`src/rtl/alu_pkg.sv`:
```
// alu_pkg: ALU command encodings and shared helpers for the ALU arbiter slice.
// The ALU itself lives outside the arbiter; these constants name the 4-bit
// command codes the requesters place on req_cmd.
package alu_pkg;

  localparam int ALU_CMD_W = 4;
  localparam int ALU_WIDTH = 32;

  typedef logic [ALU_CMD_W-1:0] aluCmd_t;

  localparam aluCmd_t ALU_ADD = 4'b0000;
  localparam aluCmd_t ALU_SUB = 4'b0010;
  localparam aluCmd_t ALU_AND = 4'b0100;
  localparam aluCmd_t ALU_OR  = 4'b0101;
  localparam aluCmd_t ALU_NOR = 4'b0110;
  localparam aluCmd_t ALU_XOR = 4'b0111;
  localparam aluCmd_t ALU_SLL = 4'b1000;
  localparam aluCmd_t ALU_SRA = 4'b1001;
  localparam aluCmd_t ALU_SRL = 4'b1010;

  // Width of an index into n requesters; never narrower than one bit.
  function automatic int idxWidth(input int n);
    return (n > 1) ? $clog2(n) : 1;
  endfunction

endpackage

```
`src/rtl/alu_arbiter_rr_picker.sv`:
```
// rr_picker: purely combinational round-robin search. Starting at i_ptr and
// wrapping modulo NREQ, it returns the first asserted request as a one-hot
// grant plus its binary index. o_any is low when nothing is requested.
module rr_picker #(
  parameter int NREQ = 3,
  parameter int PW   = 2
) (
  input  logic [NREQ-1:0] i_req,
  input  logic [PW-1:0]   i_ptr,
  output logic [NREQ-1:0] o_grant,
  output logic [PW-1:0]   o_idx,
  output logic            o_any
);

  // Walk the requests in priority order ptr, ptr+1, ... and latch the first hit.
  always_comb begin
    o_grant = '0;
    o_idx   = '0;
    o_any   = 1'b0;
    for (int k = 0; k < NREQ; k++) begin
      int w_pos;
      w_pos = (int'(i_ptr) + k) % NREQ;
      if (!o_any && i_req[w_pos]) begin
        o_any          = 1'b1;
        o_grant[w_pos] = 1'b1;
        o_idx          = PW'(w_pos);
      end
    end
  end

endmodule

```
`src/rtl/alu_arbiter.sv`:
```
// alu_arbiter: shares one combinational ALU among NREQ requesters using
// round-robin arbitration. The granted requester's operands drive the ALU in
// the same cycle; the ALU result is captured into a single response slot whose
// one-hot valid vector also identifies the owner.
// Optional feature: define ALU_ARB_LOCK_EN to add a req_lock input that lets
// the granted requester keep top priority for back-to-back operations.
module alu_arbiter
  import alu_pkg::*;
#(
  parameter int NREQ  = 3,
  parameter int WIDTH = 32
) (
  input  logic                      clk,
  input  logic                      rst_n,
  input  logic [NREQ-1:0]           req_valid,
  output logic [NREQ-1:0]           req_ready,
  input  logic [NREQ*WIDTH-1:0]     req_in1,
  input  logic [NREQ*WIDTH-1:0]     req_in2,
  input  logic [NREQ*ALU_CMD_W-1:0] req_cmd,
`ifdef ALU_ARB_LOCK_EN
  input  logic [NREQ-1:0]           req_lock,
`endif
  output logic [WIDTH-1:0]          alu_in1,
  output logic [WIDTH-1:0]          alu_in2,
  output logic [ALU_CMD_W-1:0]      alu_cmd,
  input  logic [WIDTH-1:0]          alu_result,
  output logic [NREQ-1:0]           rsp_valid,
  input  logic [NREQ-1:0]           rsp_ready,
  output logic [WIDTH-1:0]          rsp_data
);

  localparam int PW = idxWidth(NREQ);

  // The one-hot r_rspValid doubles as the owner tag, so no separate owner
  // register is kept.
  logic [NREQ-1:0]  r_rspValid;
  logic [WIDTH-1:0] r_rspData;
  logic [PW-1:0]    r_ptr;

  logic             w_slotFull;
  logic             w_consume;
  logic             w_slotFree;
  logic [NREQ-1:0]  w_reqMasked;
  logic [NREQ-1:0]  w_grant;
  logic [PW-1:0]    w_idx;
  logic             w_any;
  logic [PW-1:0]    w_nextPtr;
  logic             w_hold;

  assign w_slotFull = |r_rspValid;
  assign w_consume  = |(r_rspValid & rsp_ready);
  assign w_slotFree = !w_slotFull || w_consume;

  // Requests are only eligible when the slot can take a result, and never
  // while reset is held, so a stale request cannot see req_ready during reset.
  assign w_reqMasked = (rst_n && w_slotFree) ? req_valid : '0;

  rr_picker #(
    .NREQ (NREQ),
    .PW   (PW)
  ) u_picker (
    .i_req   (w_reqMasked),
    .i_ptr   (r_ptr),
    .o_grant (w_grant),
    .o_idx   (w_idx),
    .o_any   (w_any)
  );

  assign req_ready = w_grant;
  assign w_nextPtr = (w_idx == PW'(NREQ - 1)) ? '0 : w_idx + PW'(1);

`ifdef ALU_ARB_LOCK_EN
  assign w_hold = |(w_grant & req_lock);
`else
  assign w_hold = 1'b0;
`endif

  // Steer the granted requester's fields to the ALU; idle inputs are zero.
  always_comb begin
    alu_in1 = '0;
    alu_in2 = '0;
    alu_cmd = '0;
    for (int i = 0; i < NREQ; i++) begin
      if (w_grant[i]) begin
        alu_in1 = req_in1[i*WIDTH +: WIDTH];
        alu_in2 = req_in2[i*WIDTH +: WIDTH];
        alu_cmd = req_cmd[i*ALU_CMD_W +: ALU_CMD_W];
      end
    end
  end

  // Capture the result on a handshake, clear the slot when consumed without
  // a replacement, and advance (or hold, when locked) the round-robin pointer.
  always_ff @(posedge clk or negedge rst_n) begin
    if (!rst_n) begin
      r_rspValid <= '0;
      r_rspData  <= '0;
      r_ptr      <= '0;
    end else if (w_any) begin
      r_rspValid <= w_grant;
      r_rspData  <= alu_result;
      r_ptr      <= w_hold ? w_idx : w_nextPtr;
    end else if (w_consume) begin
      r_rspValid <= '0;
    end
  end

  assign rsp_valid = r_rspValid;
  assign rsp_data  = r_rspData;

endmodule

```
`config.mk`:
```
export PLATFORM = sky130hd
export DESIGN_NAME = alu_arbiter
export DESIGN_NICKNAME = d
export VERILOG_FILES = /design/src/rtl/alu_pkg.sv /design/src/rtl/alu_arbiter_rr_picker.sv /design/src/rtl/alu_arbiter.sv
export SDC_FILE = /design/constraint.sdc
export NUM_CORES = 1
export LEC_CHECK = 0
export ABC_AREA = 1
export BUFFER_PORTS_ARGS = -buffer_cell sky130_fd_sc_hd__buf_2
export CORE_AREA = 5 5 131 133
export CTS_BUF_LIST = sky130_fd_sc_hd__clkbuf_4 sky130_fd_sc_hd__clkbuf_8 sky130_fd_sc_hd__clkbuf_16
export CTS_CLUSTER_DIAMETER = 100
export DETAILED_ROUTE_END_ITERATION = 8
export DIE_AREA = 0 0 136 138
export GPL_TIMING_DRIVEN = 0
export PLACE_DENSITY = 0.59
export SYNTH_ARGS = -nofsm -noshare
export SYNTH_HDL_FRONTEND = slang
export SYNTH_SLANG_ARGS = --single-unit
```
`constraint.sdc`:
```
create_clock -name clk -period 3.3 [get_ports clk]
set_clock_uncertainty 0.2 [all_clocks]
set_input_delay 0.495 -clock clk [delete_from_list [all_inputs] [get_ports clk]]
set_output_delay 0.495 -clock clk [all_outputs]
set_load 0.02 [all_outputs]
```
==> flow_summary.json <==
{
  "syn_nets": 990,
  "nets": 1363,
  "slew_violations": 0,
  "drc_errors": 0,
  "maxCapViolCount": 0,
  "crit_fanout": 8,
  "post-route-period-util": 0.9740,
  "cts_made_buffers": 5,
  "use_met3": 0.04318,
  "insertion_delay_ps": 270,
  "status": "complete, no violations",
  "powerDensity_nw_per_um2": 1390,
  "finalSetupViolCount": 0,
  "h-tree-depth": 2,
  "grt_pass1_wl_um": 29470,
  "crit_family": "simple AND/OR/NAND/NOR gates",
  "drtIter0Drc": 320,
  "cp_num_buf_inv": 3,
  "grt_overflow_total": 0,
  "rr_startpoint": "rsp_valid[1]",
  "synth-seq-cells": 37,
  "die_w_um": 136,
  "reg2reg_depth": 16,
  "grt_pass1_vias": 5440,
  "cp_slowest_stage_delay_ps": 410,
  "synth_top_family_by_area": "simple AND/OR/NAND/NOR gates",
  "pin_count": 350,
  "start_util": 0.2557,
  "worstSetupPathType": "flip-flop to primary output",
  "tritoncts": "built",
  "dr.pass1.iters": 4,
  "grt_start_max_net_pins": 38,
  "grt_setup_unrepaired": "yes",
  "final_antenna_net_count": 0,
  "cts_root_buf": "clkbuf_16",
  "cp-start-kind": "flip-flop",
  "area_growth_pct": 71.69,
  "ys_types": 25,
  "io_buffers": 349,
  "crit_arrival_ps": 2520,
  "wl_um": 20190,
  "startpoint": "rsp_valid[1]",
  "drive_gt1_frac": 0.4511,
  "fmax_ghz": 0.3111,
  "dp_hpwl_um": 16220,
  "die_area_um2": 18770,
  "place_congestion": 0.8226,
  "worst_slew_pin_slew_ps": 428.7,
  "syn_area_per_cell_um2": 5.415,
  "via_per_inst": 4.384,
  "top_usage_layer": "met2",
  "synth_compound_area_frac": 0.01183,
  "required_ps": 2600,
  "yosys.area_share.simple": 0.6543,
  "muxShareOfSynthArea": 0,
  "yosys.area_share.adder": 0.01246,
  "cp.depth": 17,
  "fp.dieH_um": 138,
  "worstPathCellList": "nand2_1 > nand2_2 > nor2_4 > nand2_4 > nand3_2 > inv_2 > nand2_2 > nand2_4 > nand2_8 > nand4_4 > nand2_8 > buf_12 > nand2_4 > nand2_2 > nor2_2 > nor2_2 > buf_6",
  "min_path_type": "input port to flip-flop",
  "timing_hold_violations_final": 0,
  "vias": 5839,
  "total_power_w": 0.009589,
  "ys_seq_area_frac": 0.2305,
  "synth-xor-area-share": 0,
  "ir_drop_v": 0.0006439,
  "coreArea_um2": 15710,
  "setup.worst_path.end": "alu_cmd[3]",
  "cp-end-kind": "primary output",
  "crit_path_top_delay_cell": "dfrtp_1",
  "r2r_end": "rsp_data[6]",
  "maxSlewHeadroom": 0.7142,
  "postPlaceCellArea_um2": 6035,
  "fill_cells": 1798,
  "gr-usage-all-layers": 0.1940,
  "layout_common_cells": "buf_2, nand2_1, nor2_1, nand3_1, buf_4",
  "final_common_cell": "buf_2",
  "post_drt_wl_per_cell_um": 15.15,
  "leakage_nw": 4.255,
  "syn_inst": 742,
  "antenna_found_initial": 2,
  "yosysWarnings": 0,
  "use_met2": 0.3520,
  "r2r_slack_ps": 760,
  "clock-sinks": 37,
  "fin_area_um2": 6898,
  "globalRouteMet1Util": 0.2322,
  "syn_area_um2": 4018,
  "cts_buffer_depth": 2,
  "fp-row-count": 46,
  "min_period_ps": 3214,
  "clk_pin_slew_worst_paths_ps": 60
}
-- flip-flops by register name, indices dropped and copies added (netlist names) --
register,cells
rsp_data,32
rsp_valid,3
r_ptr,2
-- what timing repair did --
action                                  4_1_cts  5_1_grt
gates cloned                                  0        2
gates resized for setup                      46      139
setup buffers                                 7        7
hold buffers                                  2        0
pin swaps                                    12       21
hold endpoints to repair                     37        0
endpoints found under the setup margin       71       68
-- report_power, final --
group	switching [W]	leakage, nW	internal [W]	total [W]
combinational	0.00513	3.72	0.00312	0.00824
sequential	0.000121	0.452	0.000699	0.000820
clock	0.000174	0.0797	0.000350	0.000524
total	0.00542	4.25	0.00417	0.00959
-- how the worst min path moves through the flow --
stage,cells past startpoint,start,slack [ps],to
5_1_grt,3,alu_result[20],210,rsp_data[20]
3_3_place_gp,2,rsp_data[29],260,rsp_data[29]
2_1_floorplan,0,rst_n,-0.6,r_ptr[0]
6_report,3,alu_result[13],210,rsp_data[13]
3_5_place_dp,2,rsp_data[30],260,rsp_data[30]
4_1_cts,3,alu_result[13],200,rsp_data[13]
-- area by class of cell --
type	count	area, µm²	area share
Antenna cell	1	2.502	0.0003628
Clock inverter	2	35.03	0.005079
Timing Repair Buffer	367	2071	0.3002
Multi-Input combinational cell	638	2902	0.4206
Clock buffer	5	125.1	0.01814
Tap cell	216	270.3	0.03918
Sequential cell	37	925.9	0.1342
Buffer	49	495.5	0.07183
Inverter	17	71.32	0.01034
-- kinds of logic after synthesis --
logic type	after synthesis
flip-flops	37
AO/OA/AOI/OAI	9
buffers and inverters	67
adder cells (fa/ha/maj)	4
AND/OR/NAND/NOR	625
-- stage by stage --
| step | util | TNS [ps] | cells | hold WS (ps) | setup WS, ps |
|---|---|---|---|---|---|
| 2_1_floorplan | - | 0 | 742 | -0.5910 | 437.5 |
| 3_3_place_gp | 0.3841 | -41210 | 1307 | 259.4 | -773.7 |
| 3_5_place_dp | 0.3841 | -44980 | 1307 | 259.4 | -832.3 |
| 4_1_cts | 0.4084 | 0 | 1322 | 202.5 | 6.096 |
| 5_1_grt | 0.4390 | -1263 | 1332 | 212.8 | -68.59 |
| 6_report | 0.4390 | 0 | 1332 | 209.7 | 85.78 |
-- layer usage --
| metal | vias up | routed length, µm |
|---|---|---|
| met3 | 23 | 1662 |
| met4 | 2 | 270 |
| li1 | 3021 | - |
| met1 | 2586 | 8040 |
| met5 | - | 13 |
| met2 | 207 | 10200 |
-- cell usage after synthesis --
library cell | count | area, µm²
nand4_1 | 4 | 25.02
o21ai_1 | 1 | 5.000
o21ai_0 | 7 | 35.03
inv_2 | 3 | 11.26
nand2_8 | 1 | 20.02
inv_1 | 14 | 52.55
nand3_1 | 77 | 385.4
buf_6 | 6 | 67.56
nand4_4 | 1 | 21.27
nand2_1 | 249 | 934.7
nand3_4 | 1 | 17.52
nor2_4 | 2 | 22.52
nand3b_1 | 1 | 7.510
buf_4 | 9 | 67.56
ha_1 | 4 | 50.05
o21bai_1 | 1 | 7.510
nand4_2 | 1 | 12.51
nand2_4 | 2 | 22.52
dfrtp_1 | 37 | 925.9
clkbuf_1 | 7 | 26.28
nor2_1 | 256 | 960.9
nand2_2 | 4 | 25.02
buf_2 | 28 | 140.1
nor2_2 | 23 | 143.9
nand3_2 | 3 | 30.03
-- worst reg2reg max path: cells and delay by family, from the launching register on --
family / cells / cell delay (ps)
flip-flops: 1 / 410
AND/OR/NAND/NOR: 12 / 1250
buffers and inverters: 4 / 560
Note: power is estimated with default switching activity, not from simulation.
